File: src/rtl/machine_timer_if.sv
// Peripheral data-bus bundle for the machine timer: select, register strobes, write data and read data.
interface machine_timer_if;
    logic        sel;
    logic [4:0]  addr;
    logic [31:0] data_in;
    logic        write_en;
    logic        read_en;
    logic [31:0] data_out;

    modport master (output sel, addr, data_in, write_en, read_en, input data_out);
    modport slave  (input sel, addr, data_in, write_en, read_en, output data_out);
endinterface

File: src/rtl/machine_timer.sv
// RISC-V machine timer: 64-bit mtime/mtimecmp with prescaler, periodic auto-reload,
// sticky match flag and an atomic lo/hi read latch; drives the core's intr_timer level.
module machine_timer #(
    parameter int unsigned DIV_WIDTH = 8,
    parameter logic [63:0] CMP_RESET = 64'hFFFF_FFFF_FFFF_FFFF
) (
    input  logic            clk,
    input  logic            reset,
    machine_timer_if.slave  bus,
    output logic            intr_timer
);

    typedef enum logic [4:0] {
        REG_MTIME_LO = 5'h00,
        REG_MTIME_HI = 5'h04,
        REG_CMP_LO   = 5'h08,
        REG_CMP_HI   = 5'h0C,
        REG_CTRL     = 5'h10,
        REG_STATUS   = 5'h14,
        REG_PERIOD   = 5'h18
    } reg_addr_e;

    logic [63:0]          mtime_q, mtime_d;
    logic [63:0]          mtimecmp_q, mtimecmp_d;
    logic [31:0]          period_q, period_d;
    logic                 en_q, en_d;
    logic                 ie_q, ie_d;
    logic                 auto_q, auto_d;
    logic [DIV_WIDTH-1:0] div_q, div_d;
    logic [DIV_WIDTH-1:0] pcnt_q, pcnt_d;
    logic                 match_q, match_d;
    logic [31:0]          hi_shadow_q, hi_shadow_d;
    logic                 intr_q, intr_d;

    logic        wr, rd;
    logic        tick, hit;
    logic [63:0] reload_sum;
    logic [31:0] ctrl_rd;

    assign wr = bus.sel & bus.write_en;
    assign rd = bus.sel & bus.read_en;

    // NOTE: every combinational output gets a default first so no path can infer a latch.
    always_comb begin
        tick       = en_q && (pcnt_q == div_q);
        hit        = (mtime_q >= mtimecmp_q);
        reload_sum = mtimecmp_q + {32'd0, period_q};

        pcnt_d      = pcnt_q;
        mtime_d     = mtime_q;
        mtimecmp_d  = mtimecmp_q;
        period_d    = period_q;
        en_d        = en_q;
        ie_d        = ie_q;
        auto_d      = auto_q;
        div_d       = div_q;
        hi_shadow_d = hi_shadow_q;

        if (wr && bus.addr == REG_CTRL) begin
            pcnt_d = '0;
            en_d   = bus.data_in[0];
            ie_d   = bus.data_in[1];
            auto_d = bus.data_in[2];
            div_d  = bus.data_in[8 +: DIV_WIDTH];
        end else if (en_q) begin
            pcnt_d = tick ? '0 : pcnt_q + DIV_WIDTH'(1);
        end

        // A software write to either half replaces the tick increment outright, carry included.
        if (wr && bus.addr == REG_MTIME_LO)      mtime_d[31:0]  = bus.data_in;
        else if (wr && bus.addr == REG_MTIME_HI) mtime_d[63:32] = bus.data_in;
        else if (tick)                           mtime_d        = mtime_q + 64'd1;

        // A write beats the reload; the unwritten half keeps its pre-reload value.
        if (wr && bus.addr == REG_CMP_LO)        mtimecmp_d[31:0]  = bus.data_in;
        else if (wr && bus.addr == REG_CMP_HI)   mtimecmp_d[63:32] = bus.data_in;
        else if (auto_q && tick && hit)          mtimecmp_d        = reload_sum;

        if (wr && bus.addr == REG_PERIOD) period_d = bus.data_in;

        if (rd && bus.addr == REG_MTIME_LO) hi_shadow_d = mtime_q[63:32];

        match_d = hit | (match_q & ~(wr && bus.addr == REG_STATUS && bus.data_in[0]));
        intr_d  = hit & ie_q;
    end

    always_comb begin
        ctrl_rd                  = '0;
        ctrl_rd[2:0]             = {auto_q, ie_q, en_q};
        ctrl_rd[8 +: DIV_WIDTH]  = div_q;

        bus.data_out = '0;
        case (bus.addr)
            REG_MTIME_LO: bus.data_out = mtime_q[31:0];
            REG_MTIME_HI: bus.data_out = hi_shadow_q;
            REG_CMP_LO:   bus.data_out = mtimecmp_q[31:0];
            REG_CMP_HI:   bus.data_out = mtimecmp_q[63:32];
            REG_CTRL:     bus.data_out = ctrl_rd;
            REG_STATUS:   bus.data_out = {31'd0, match_q};
            REG_PERIOD:   bus.data_out = period_q;
            default:      bus.data_out = '0;
        endcase
    end

    // NOTE: state registers use non-blocking assignments so every flop samples pre-edge values.
    always_ff @(posedge clk) begin
        if (!reset) begin
            mtime_q     <= '0;
            mtimecmp_q  <= CMP_RESET;
            period_q    <= '0;
            en_q        <= 1'b0;
            ie_q        <= 1'b0;
            auto_q      <= 1'b0;
            div_q       <= '0;
            pcnt_q      <= '0;
            match_q     <= 1'b0;
            hi_shadow_q <= '0;
            intr_q      <= 1'b0;
        end else begin
            mtime_q     <= mtime_d;
            mtimecmp_q  <= mtimecmp_d;
            period_q    <= period_d;
            en_q        <= en_d;
            ie_q        <= ie_d;
            auto_q      <= auto_d;
            div_q       <= div_d;
            pcnt_q      <= pcnt_d;
            match_q     <= match_d;
            hi_shadow_q <= hi_shadow_d;
            intr_q      <= intr_d;
        end
    end

    assign intr_timer = intr_q;

endmodule

File: src/flat_wrapper.sv
// flat-port wrapper written by rule: the top's interface ports become plain ports
module machine_timer_flat 
#(
    parameter int unsigned DIV_WIDTH = 8,
    parameter logic [63:0] CMP_RESET = 64'hFFFF_FFFF_FFFF_FFFF
)
  (clk, reset, intr_timer, bus_sel, bus_addr, bus_data_in, bus_write_en, bus_read_en, bus_data_out);
  machine_timer_if bus_i ();
  input  logic clk;
  input  logic reset;
  output logic intr_timer;
  input wire logic [$bits(bus_i.sel)-1:0] bus_sel;
  input wire logic [$bits(bus_i.addr)-1:0] bus_addr;
  input wire logic [$bits(bus_i.data_in)-1:0] bus_data_in;
  input wire logic [$bits(bus_i.write_en)-1:0] bus_write_en;
  input wire logic [$bits(bus_i.read_en)-1:0] bus_read_en;
  output wire logic [$bits(bus_i.data_out)-1:0] bus_data_out;
  assign bus_i.sel = bus_sel;
  assign bus_i.addr = bus_addr;
  assign bus_i.data_in = bus_data_in;
  assign bus_i.write_en = bus_write_en;
  assign bus_i.read_en = bus_read_en;
  assign bus_data_out = bus_i.data_out;
  machine_timer #(.DIV_WIDTH(DIV_WIDTH), .CMP_RESET(CMP_RESET)) u_core (.clk(clk), .reset(reset), .bus(bus_i), .intr_timer(intr_timer));
endmodule
File: config.mk
export PLATFORM = sky130hd
export DESIGN_NAME = machine_timer_flat
export DESIGN_NICKNAME = d
export VERILOG_FILES = /design/src/rtl/machine_timer_if.sv /design/src/rtl/machine_timer.sv /design/src/flat_wrapper.sv
export SDC_FILE = /design/constraint.sdc
export NUM_CORES = 1
export LEC_CHECK = 0
export ABC_AREA = 1
export ABC_CLOCK_PERIOD_IN_PS = 2900
export CORE_ASPECT_RATIO = 1.2
export CORE_UTILIZATION = 31
export CTS_CLUSTER_SIZE = 10
export DETAILED_ROUTE_END_ITERATION = 10
export GPL_TIMING_DRIVEN = 0
export PLACE_DENSITY_LB_ADDON = 0.1
export SLEW_MARGIN = 20
export SYNTH_ARGS = -nofsm -noshare
export SYNTH_HDL_FRONTEND = slang
export SYNTH_SLANG_ARGS = --single-unit
export TNS_END_PERCENT = 100
File: constraint.sdc
create_clock -name clk -period 2.9 [get_ports clk]
set_clock_uncertainty 0.2 [all_clocks]
set_input_delay 0.87 -clock clk [delete_from_list [all_inputs] [get_ports clk]]
set_output_delay 0.87 -clock clk [all_outputs]
set_load 0.03 [all_outputs]
# [Word-level counts from Yosys, hierarchy flattened]
# Index checks and enable logic that the tools add are counted.
# Widths: inputs -> output; s select.
[totals] ff_bits=213 out_inout_bits=33
[op_classes] n_addsub=3 magnitude_cmp=1 eq_ne=9 muxes=10 bitwise_logic=9 n_reduce_logical=22
[ops] operator="$pmux 32 s7" count=1
[ops] operator="$mux 32" count=6
[ops] operator="$mux 64" count=2
[ops] operator="$add 64x1->64 const B" count=1
[ops] operator="$add 64x32->64" count=1
[ops] operator="$ge 64x64->1" count=1
[ops] operator="$eq 5x5->1 const B" count=3
[ops] operator="$logic_and 1x1->1" count=12
[ops] operator="$eq 5x4->1 const B" count=2
[ops] operator="$add 8x1->8 const B" count=1
[ops] operator="$eq 8x8->1" count=1
[ops] operator="$mux 8" count=1
[ops] operator="$reduce_and 2->1" count=4
[ops] operator="$reduce_bool 2->1" count=4
[ops] operator="$eq 5x3->1 const B" count=1
[ops] operator="$logic_not 5->1" count=1
[ops] operator="$and 1x1->1" count=4
[ops] operator="$ne 2x1->1 const B" count=2
[ops] operator="$not 1->1" count=4
[ops] operator="$reduce_or 2->1" count=1
[ops] operator="$or 1x1->1" count=1

# [Depth between registers and ports, before layout]
# Gate-level depths: netlist of the first run.
[depth] ltp_word=7 depth_mapped=21 ltp_nobuf=20

# [Worst setup path before layout of the first run]
# OpenSTA, ideal clock, no wires.
[synth_path] path_kind="input to output" from="in bus_addr[1]" to="out bus_data_out[14]" arrival_ps=2181 slack_ps=-351 stages=6 n_path_buf=1 cell_sequence="nor2_2 nand3_1 nor2_4 inv_2 buf_1 o2111ai_1"
[synth_between] elab_chain_len=2 word_cells_on_any_way=8 classes_between="6 x eq/ne; 1 x mux; 1 x reduce/logical"
[synth_rtl] element="start, declared" line="flat_wrapper.sv:13" rtl="input wire logic [$bits(bus_i.addr)-1:0] bus_addr;"
[synth_rtl] element="$eq 5x5->1 (tied with other cells)" line="machine_timer.sv:93" rtl="case (bus.addr)"
[synth_rtl] element="$pmux 32 s7 (*)" line="machine_timer.sv:93"
[synth_rtl] element="end, declared" line="flat_wrapper.sv:17" rtl="output wire logic [$bits(bus_i.data_out)-1:0] bus_data_out;"
# Mark *: on every way between the ends. The rest lies on a longest branch, timed or not.

# [Worst setup path after layout of the first run]
[layout_path] from="in bus_addr[0]" to="out bus_data_out[28]"
# Same word-level chain as after synthesis.

==> metrics.cfg, run 1 <==
[timing]
grt_setup_unrepaired = yes
max_freq_ghz = 0.296
final-setup-viol-count = 32
setup_ws_ns = -0.480
period_share = 1.17
hold_viol_final = 0
fin_crit_ns = 3.38
slew_headroom = 0.466
tightest_slew_ns = 0.798
fin_setup_tns_ns = -12.66
slew_violations = 0

[placed_design]
placement.cell_area_sq_um = 19100
portBuffers = 74
dpl_worst_slack_ns = -1.85
gp_congestion = 1.01
dp_hpwl_microns = 79800

[floorplan]
start_util = 0.315
io_pins = 75
die_w_microns = 218
core_area_sq_um = 55000
dieArea_sq_um = 56800
die_h_microns = 261
rows = 94

[pwr]
clockPowerShare = 0.441
p_int_w = 0.00536
irDropWorstVdd_mv = 0.462
power.density_nw_per_um2 = 351
switching_power_w = 0.00238
swShare = 0.308
cellLeakagePower_nw = 10.8
total_power_w = 0.00774
comb_power_share = 0.176
seqPwrFrac = 0.383

[cells_and_area]
multi_input_area_sq_um = 12100
layout.nets = 3214
diodes = 0
n_fill_cell = 6051
utilization = 0.401
area_growth_pct = 27.4
seq_area_sq_um = 4340
drive_gt1_frac = 0.160
final_area_sq_um = 22100

[global_route]
grt_pass1_wl_microns = 138000
antenna_found_initial = 2
grt_max_degree = 13
overflow = 0
grt_usage = 0.341
grt_pass1_vias = 19400

[clock_tree]
cts_buffer_depth = 3
cts_tree = built
clock_tree.root_cell = clkbuf_16
clk_latency_ns = 0.57
htreeDepth = 1
numClockSinks = 213
clkTransAtPathRegs_ns = 0.06
cts_buffers = 27

[routing]
postRouteAntennaNets = 0
route.vias.total = 20600
routed_wl_microns = 98600
drc = 0
routed_via_density = 5.42
dr.pass1.iters = 5
post_drt_wl_per_cell_microns = 25.9
drt-initial-drc-count = 1912

[flow_run]
cap_violations = 0

[logic_synthesis]
ys_types = 53
yosysTopAreaCellShare = 0.246
synthesis.area_sq_um = 17300
syn_nets = 3026
ys_seq_area_frac = 0.246
ys.flop_type = dfxtp_1
synth.most_common_cell = nand2_1
synth-edff-count = 0
syn_avg_cell_area_sq_um = 6.00
yosys.area.top_type = dfxtp_1
yosys-top-cells-count = 908 x nand2_1, 381 x inv_1, 244 x nand3_1
syn_inst = 2885
yosys_warnings = 0
ys_ff_latch = 213
async_flop_share = 0
synthTopCellsByArea = dfxtp_1 25%, nand2_1 20%, inv_1 8.3%, ha_1 7.1%, nand3_1 7.1%

[status]
status = complete, but fails checks
violations = negative setup slack

[worst_setup_path]
r2r_start = u_core.div_q[6]
start_kind = input port
cp_max_fo = 5
worstReg2RegEnd = u_core.mtime_q[52]
cp-end-kind = output pin
timing.reg2reg.setup_slack_ns = 0.07
worst-endpoint-required_ns = 1.83
reg2reg_depth = 11
crit_type = input port to output pin
arrival_ns = 2.31

[hold_path]
worstHoldPathCells = 2
hold_path_startpoint = u_core.hi_shadow_q[16]
min_path_type = flop to flop
whs_endpoint = u_core.hi_shadow_q[16]

[flip-flops by register name, summed over array words and instances, names as in the netlist]
register,cells
u_core.pcnt_q,8
u_core.mtime_q,64
u_core.mtimecmp_q,64
u_core.intr_timer,1
u_core.en_q,1
u_core.period_q,32
u_core.div_q,8
u_core.hi_shadow_q,32
u_core.auto_q,1
u_core.match_q,1
u_core.ie_q,1
[timing repair]
item                                    CTS  global route
cloned                                    7             1
gates resized for setup                 443           157
hold buffers                              0             0
pin swaps                                25            25
endpoints found under the setup margin  201           144
setup buffers                            42            40
[how the worst max path moves through the flow]
stage	from	slack, ns	end	cells past startpoint
final	bus_addr[0]	-0.48	bus_data_out[28]	10
after global routing	bus_addr[0]	-0.55	bus_data_out[30]	10
after CTS	bus_addr[0]	-0.45	bus_data_out[30]	11
after detailed placement	bus_addr[4]	-1.85	bus_data_out[20]	8
after global placement	bus_addr[4]	-1.83	bus_data_out[20]	8
after floorplan	bus_addr[1]	-0.13	bus_data_out[6]	8
[worst max-delay path, cell delays in order]
cell and delay [ns]:
buf_6 0.09, nor2_4 0.17, buf_6 0.13, nand3_4 0.08
nor2_4 0.16, buf_6 0.18, buf_8 0.12, inv_8 0.05
o211ai_1 0.23, buf_4 0.21
[power groups by stage]
stage          combinational, W  sequential [W]  clock (W)
3_5_place_dp            0.00121         0.00303          0
2_1_floorplan          0.000683         0.00302          0
4_1_cts                 0.00129         0.00297    0.00342
3_3_place_gp            0.00121         0.00303          0
5_1_grt                 0.00145         0.00297    0.00353
6_report                0.00136         0.00297    0.00342
[area by class of cell]
cell class / instances / share of cell area
clock inverters: 4 / 0.00431
multi-input cells: 2181 / 0.549
inverters: 394 / 0.0714
repair inverters: 1 / 0.000510
plain buffers: 95 / 0.0282
clock buffers: 37 / 0.0332
well taps: 720 / 0.0408
flip-flops and latches: 213 / 0.197
repair buffers: 160 / 0.0756
[per-stage QoR]
stage | hold WS (ns) | instances
4_1_cts | 0.292 | 3768
5_1_grt | 0.316 | 3805
3_3_place_gp | 0.267 | 3679
6_report | 0.295 | 3805
3_5_place_dp | 0.278 | 3679
2_1_floorplan | 0.227 | 2885
[kinds of logic (layout without fill, tap and decap cells)]
| logic type | after synthesis | in the layout | synth area share |
|---|---|---|---|
| AOI/OAI and AO/OA | 457 | 457 | 0.152 |
| xor gates and xnor gates | 72 | 72 | 0.0364 |
| adders and majority gates | 99 | 99 | 0.0720 |
| buffers and inverters | 491 | 691 | 0.110 |
| DFF | 213 | 213 | 0.246 |
| and+or+nand+nor | 1553 | 1553 | 0.384 |
[layer usage]
| metal | global-route usage | part of all wire | vias to the layer above |
|---|---|---|---|
| li1 | - | - | 9792 |
| met2 | 0.538 | 0.44 | 908 |
| met5 | 0 | 0.00027 | - |
| met3 | 0.0387 | 0.062 | 272 |
| met1 | 0.419 | 0.40 | 9656 |
| met4 | 0.282 | 0.095 | 4 |
[cells in the final DEF, fill, tap and decap left out, types with 46 or more instances in the layout]
cell type | Yosys | routed
ha_1 | 98 | 95
nand3_1 | 244 | 232
buf_4 | 5 | 66
buf_6 | 1 | 48
inv_1 | 381 | 347
dfxtp_1 | 213 | 166
nor2_1 | 233 | 212
clkbuf_1 | 58 | 50
nand2_1 | 908 | 871
xor2_1 | 57 | 57
nand4_1 | 46 | 46
a21oi_1 | 182 | 170
o21ai_0 | 135 | 134
Power figures use the tool's default switching activity.
==> inputs of run 2 (changes only) <==
--- a/config.mk
+++ b/config.mk
@@ -6,7 +6,7 @@
 export NUM_CORES = 1
 export LEC_CHECK = 0
 export ABC_AREA = 1
-export ABC_CLOCK_PERIOD_IN_PS = 2900
+export ABC_CLOCK_PERIOD_IN_PS = 3000
 export CORE_ASPECT_RATIO = 1.2
 export CORE_UTILIZATION = 31
 export CTS_CLUSTER_SIZE = 10
==> constraint.sdc (replaced) <==
create_clock -name clk -period 3 [get_ports clk]
set_clock_uncertainty 0.2 [all_clocks]
set_input_delay 0.9 -clock clk [delete_from_list [all_inputs] [get_ports clk]]
set_output_delay 0.9 -clock clk [all_outputs]
set_load 0.03 [all_outputs]
==> run 2 against run 1 <==
Net effect: the run still ends with negative setup slack left; worst hold slack worse by 0.0034 ns; global-route usage up 0.73 points; wire length up 2.2%; largest cell class unchanged.
==> metrics.cfg, run 2 (synthesis gave the netlist of run 1 again) <==
[clock_tree]
numClockSinks = 213  ; unchanged
clk_latency_ns = 0.60  ; +0.03 ns
cts_tree = built
htreeDepth = 1  ; unchanged
cts_buffers = 28  ; +3.7%
clock_tree.root_cell = clkbuf_16
cts_buffer_depth = 3  ; unchanged
clkTransAtPathRegs_ns = 0.06  ; about the same

[cells_and_area]
final_area_sq_um = 21600  ; -2.0%
diodes = 0  ; unchanged
n_fill_cell = 6019  ; -0.53%
layout.nets = 3187  ; -0.84%
drive_gt1_frac = 0.135  ; -0.0251
seq_area_sq_um = 4300  ; -0.84%
mostFrequentLayoutCells = 889 x nand2_1, 356 x inv_1, 234 x nand3_1, 219 x nor2_1, 187 x dfxtp_1
instances_no_fill = 3785  ; -0.53%
multi_input_area_sq_um = 11900  ; -1.7%
final_common_cell = nand2_1
largestRegisters = u_core.mtime_q (64), u_core.mtimecmp_q (64)
area_growth_pct = 24.8

[pwr]
power.density_nw_per_um2 = 355  ; +1.1%
total_power_w = 0.00767  ; -0.97%
cellLeakagePower_nw = 10.6  ; -1.8%
p_int_w = 0.00528  ; -1.4%
comb_power_share = 0.169  ; -0.007
seqPwrFrac = 0.374  ; -0.009
clockPowerShare = 0.457  ; +0.016
swShare = 0.311  ; +0.00316
switching_power_w = 0.00239  ; about the same
irDropWorstVdd_mv = 0.432  ; -6.5%

[status]
status = complete, but fails checks
violations = negative setup slack

[global_route]
antenna_found_initial = 3  ; +1
grt_usage = 0.349  ; +0.00732
grt_pass1_wl_microns = 140000  ; +1.6%
grt_pass1_vias = 19300  ; -0.41%
overflow = 0  ; unchanged
grt_max_degree = 15  ; +2

[timing]
grt_setup_unrepaired = yes
hold_viol_final = 0  ; unchanged
tightest_slew_ns = 1.09  ; +0.289 ns
max_freq_ghz = 0.289
setup_ws_ns = -0.466  ; +0.0145 ns
period_share = 1.16
whs_ns = 0.291  ; -0.00343 ns
slew_headroom = 0.275  ; -0.191
final-setup-viol-count = 32  ; unchanged
fin_crit_ns = 3.47
slew_violations = 0  ; unchanged

[placed_design]
dp_hpwl_microns = 81800  ; +2.5%
portBuffers = 74  ; unchanged
gp_congestion = 1.02  ; +0.22%
placement.cell_area_sq_um = 19100  ; about the same
dp_cells = 3679  ; unchanged

[routing]
post_drt_wl_per_cell_microns = 26.6  ; +2.7%
dr.pass1.iters = 6  ; +1
route.vias.total = 20500  ; -0.49%
drc = 0  ; unchanged
routed_via_density = 5.42  ; about the same
postRouteAntennaNets = 0  ; unchanged
routed_wl_microns = 101000  ; +2.2%
drt-initial-drc-count = 1927  ; +0.78%

[floorplan]
die_w_microns = 218  ; unchanged
rows = 94  ; unchanged
io_pins = 75  ; unchanged
start_util = 0.315  ; unchanged
core_area_sq_um = 55000  ; unchanged
dieArea_sq_um = 56800  ; unchanged
die_h_microns = 261  ; unchanged

[worst_setup_path]
cp_max_fo = 10  ; +5
worst-endpoint-required_ns = 1.90  ; +0.07 ns
start_kind = input port
arrival_ns = 2.37  ; +0.06 ns
crit_type = input port to output pin
cp-end-kind = output pin

[hold_path]
min_path_type = flop to flop

[flow_run]
cap_violations = 0  ; unchanged

-- run 2: changes by cell type in the layout (fill, tap and decap cells not counted), moves of 8 or more --
cell | previous run | this run
nand2_2 | 29 | 20
buf_6 | 48 | 31
buf_4 | 66 | 58
nand2_1 | 871 | 889
dfxtp_2 | 40 | 23
nand2_4 | 22 | 14
dfxtp_1 | 166 | 187
inv_1 | 347 | 356
-- run 2: timing repair --
| item | in CTS | in global routing |
|---|---|---|
| hold buffers | 0 | 0 |
| gates cloned | 6 | 0 |
| resized for setup | 391 | 107 |
| pin swaps | 22 | 14 |
| setup endpoints to repair | 135 | 143 |
| setup buffers | 23 | 28 |
-- run 2: final cells by class --
type | instances | share of cell area
buffer | 97 | 0.0318
timing repair buffer | 131 | 0.0621
multi-input combinational | 2181 | 0.551
sequential | 213 | 0.199
inverter | 394 | 0.0716
clock buffer | 44 | 0.0384
clock inverter | 5 | 0.00399
tap | 720 | 0.0417
-- run 2: worst paths after layout --
path                                from                     end  slack, ns  cells past startpoint
setup / recovery             bus_addr[0]        bus_data_out[30]      -0.47                     10
hold / removal    u_core.hi_shadow_q[19]  u_core.hi_shadow_q[19]       0.29                      2
setup reg to reg       u_core.mtime_q[1]      u_core.mtime_q[58]       0.11                     14
hold reg to reg   u_core.hi_shadow_q[19]  u_core.hi_shadow_q[19]       0.29                      2
-- run 2: routing by layer --
layer | global-route usage | wire length, microns | vias to the layer above
met2 | 0.572 | 45600 | 908
met1 | 0.427 | 40400 | 9658
met3 | 0.0393 | 6530 | 235
met5 | 0 | 0 | -
met4 | 0.242 | 8190 | 0
li1 | - | - | 9730
-- run 2: worst max-delay path: stages --
cell and delay, ns:
buf_6 0.09, nor2_4 0.17, nand3_4 0.13, nor2_4 0.20, inv_6 0.09, buf_8 0.17
o22ai_2 0.11, a21oi_2 0.06, o211ai_1 0.19, buf_4 0.23
-- run 2: stage by stage --
step | setup slack (ns) | util | TNS (ns)
finish | -0.466 | 0.393 | -11.64
global route | -0.523 | 0.393 | -12.73
CTS | -0.408 | 0.382 | -10.82
detailed placement | -1.83 | 0.347 | -186.32
global placement | -1.86 | 0.347 | -184.21
floorplan | -0.0901 | - | -0.995
-- run 2: power groups by stage --
stage / clock [W] / combinational (W) / sequential [W]
2_1_floorplan: 0 / 0.000660 / 0.00292
3_3_place_gp: 0 / 0.00118 / 0.00293
3_5_place_dp: 0 / 0.00118 / 0.00293
4_1_cts: 0.00352 / 0.00124 / 0.00287
5_1_grt: 0.00363 / 0.00138 / 0.00287
6_report: 0.00350 / 0.00129 / 0.00287
==> inputs of run 3 (changes only) <==
--- a/config.mk
+++ b/config.mk
@@ -6,7 +6,7 @@
 export NUM_CORES = 1
 export LEC_CHECK = 0
 export ABC_AREA = 1
-export ABC_CLOCK_PERIOD_IN_PS = 3000
+export ABC_CLOCK_PERIOD_IN_PS = 3800
 export CORE_ASPECT_RATIO = 1.2
 export CORE_UTILIZATION = 31
 export CTS_CLUSTER_SIZE = 10
==> constraint.sdc (replaced) <==
create_clock -name clk -period 3.8 [get_ports clk]
set_clock_uncertainty 0.2 [all_clocks]
set_input_delay 1.14 -clock clk [delete_from_list [all_inputs] [get_ports clk]]
set_output_delay 1.14 -clock clk [all_outputs]
set_load 0.005 [all_outputs]
==> run 3 against run 2 <==
Net effect: the flow still finishes with violations (negative setup slack); design area fell by 3.1%; via count is essentially flat; first-iteration DRC count up 1.6%; worst setup slack better by 0.37 ns; largest power group unchanged.
==> metrics.cfg, run 3 (synthesis gave the netlist of run 1 again) <==
[floorplan]
dieArea_sq_um = 56800  ; unchanged
rows = 94  ; unchanged
io_pins = 75  ; unchanged
die_h_microns = 261  ; unchanged
start_util = 0.315  ; unchanged
core_area_sq_um = 55000  ; unchanged
die_w_microns = 218  ; unchanged

[cells_and_area]
mostFrequentLayoutCells = 899 x nand2_1, 378 x inv_1, 239 x nand3_1, 224 x nor2_1, 213 x dfxtp_1
area_growth_pct = 21.0
final_common_cell = nand2_1
layout.nets = 3163  ; -0.75%
drive_gt1_frac = 0.0974  ; -0.0373
largestRegisters = u_core.mtime_q (64), u_core.mtimecmp_q (64)
instances_no_fill = 3760  ; -0.66%

[timing]
fin_crit_ns = 3.89
slew_violations = 0  ; unchanged
final-setup-viol-count = 29  ; -9.4%
slew_headroom = 0.316  ; +0.0407
hold_viol_final = 0  ; unchanged
setup_ws_ns = -0.0938  ; +0.372 ns
period_share = 1.02
grt_setup_unrepaired = yes
whs_ns = 0.289  ; -0.00188 ns
max_freq_ghz = 0.257
tightest_slew_ns = 1.03  ; -0.0611 ns

[global_route]
grt_usage = 0.346  ; -0.00292
grt_pass1_vias = 19600  ; +1.6%
overflow = 0  ; unchanged
grt_max_degree = 15  ; unchanged
grt_pass1_wl_microns = 139000  ; -0.42%
antenna_found_initial = 2  ; -1

[placed_design]
gp_congestion = 0.993  ; -2.4%
dp_cells = 3679  ; unchanged
portBuffers = 74  ; unchanged
dp_hpwl_microns = 80800  ; -1.2%

[worst_setup_path]
cp-end-kind = output pin
crit_type = input port to output pin
worstReg2RegEnd = u_core.mtimecmp_q[60]
r2r_start = u_core.mtimecmp_q[15]
timing.reg2reg.setup_slack_ns = 0.34  ; +0.23 ns
worst-endpoint-required_ns = 2.46  ; +0.56 ns
reg2reg_depth = 18  ; +4
start_kind = input port
cp_max_fo = 5  ; -5
arrival_ns = 2.55  ; +0.18 ns

[hold_path]
hold_path_startpoint = u_core.hi_shadow_q[5]
whs_endpoint = u_core.hi_shadow_q[5]
worstHoldPathCells = 2  ; unchanged
min_path_type = flop to flop

[routing]
routed_via_density = 5.46  ; +0.71%
dr.pass1.iters = 9  ; +3
postRouteAntennaNets = 0  ; unchanged
route.vias.total = 20500  ; +0.049%
drc = 0  ; unchanged
drt-initial-drc-count = 1958  ; +1.6%
post_drt_wl_per_cell_microns = 26.4  ; -0.76%
routed_wl_microns = 99300  ; -1.4%

[flow_run]
cap_violations = 0  ; unchanged

[clock_tree]
cts_tree = built
cts_buffers = 28  ; unchanged
clkTransAtPathRegs_ns = 0.06  ; about the same
numClockSinks = 213  ; unchanged
cts_buffer_depth = 3  ; unchanged
clk_latency_ns = 0.60  ; about the same
htreeDepth = 1  ; unchanged
clock_tree.root_cell = clkbuf_16

[pwr]
irDropWorstVdd_mv = 0.341  ; -21%
power.density_nw_per_um2 = 285  ; -20%
swShare = 0.310  ; -0.00107
comb_power_share = 0.161  ; -0.008
cellLeakagePower_nw = 10.4  ; -1.3%
clockPowerShare = 0.459  ; +0.002
switching_power_w = 0.00185  ; -22%
seqPwrFrac = 0.380  ; +0.006
p_int_w = 0.00412  ; -22%

[status]
status = complete, but fails checks
violations = negative setup slack

run 3: changes by cell type in the layout (fill, tap and decap cells not counted), moves of 13 or more:
cell / delta
buf_4: -38
buf_2: +32
dfxtp_1: +26
dfxtp_2: -23
inv_1: +22
buf_6: -15
clkinvlp_4: -13
run 3: metal layers:
layer  up-vias  GRT usage  wire, microns
met5         -          0              0
met4         0      0.260           8440
met3       263     0.0439           6480
met2       933      0.567          45100
met1      9653      0.413          39300
li1       9692          -              -
run 3: final cells by class:
class,instances,area (sq um)
Inverter,394,1490
Clock buffer,40,806
Clock inverter,6,93.8
Buffer,97,646
Sequential cell,213,4260
Fill cell,6150,34100
Multi-Input combinational cell,2181,11800
Tap cell,720,901
Antenna cell,2,5.00
Timing Repair Buffer,107,975
run 3: power by group through the flow:
| stage | Sequential (W) | Combinational, W | Clock, W |
|---|---|---|---|
| after CTS | 0.00227 | 0.000936 | 0.00275 |
| after floorplan | 0.00230 | 0.000494 | 0 |
| after detailed placement | 0.00231 | 0.000898 | 0 |
| after global routing | 0.00227 | 0.00103 | 0.00282 |
| after global placement | 0.00231 | 0.000899 | 0 |
| final | 0.00227 | 0.000963 | 0.00274 |
run 3: critical path, cell delays in order:
cell and delay [ns]:
buf_6 0.10, nor2_4 0.15, nand3_4 0.11, nor2_4 0.14, buf_12 0.13, inv_6 0.05
buf_6 0.15, o221ai_4 0.22, a221o_1 0.21, buf_2 0.14
run 3: through the flow:
step	setup WS [ns]	power, W	setup TNS [ns]	utilization	instance area, sq um
floorplan	0.229	0.00280	0	-	17300
global placement	-1.46	0.00321	-65.91	0.344	19000
detailed placement	-1.45	0.00321	-66.69	0.344	19000
CTS	-0.0831	0.00595	-0.739	0.378	20800
global route	-0.108	0.00612	-2.24	0.381	21000
finish	-0.0938	0.00597	-1.35	0.381	21000
run 3: repair_timing:
item / in CTS / in global routing
endpoints found under the setup margin: 32 / 32
hold buffers: 0 / 0
resized for setup: 310 / 18
pin swaps: 31 / 20
setup buffers: 24 / 2
cloned: 6 / 1
run 3: how the worst max path moves through the flow:
stage,slack [ns],start,to,cells past startpoint
finish,-0.09,bus_addr[1],bus_data_out[31],10
global route,-0.11,bus_addr[1],bus_data_out[30],11
CTS,-0.08,bus_addr[0],bus_data_out[31],10
detailed placement,-1.45,bus_addr[1],bus_data_out[20],8
global placement,-1.46,bus_addr[4],bus_data_out[20],7
floorplan,0.23,bus_addr[1],bus_data_out[16],7
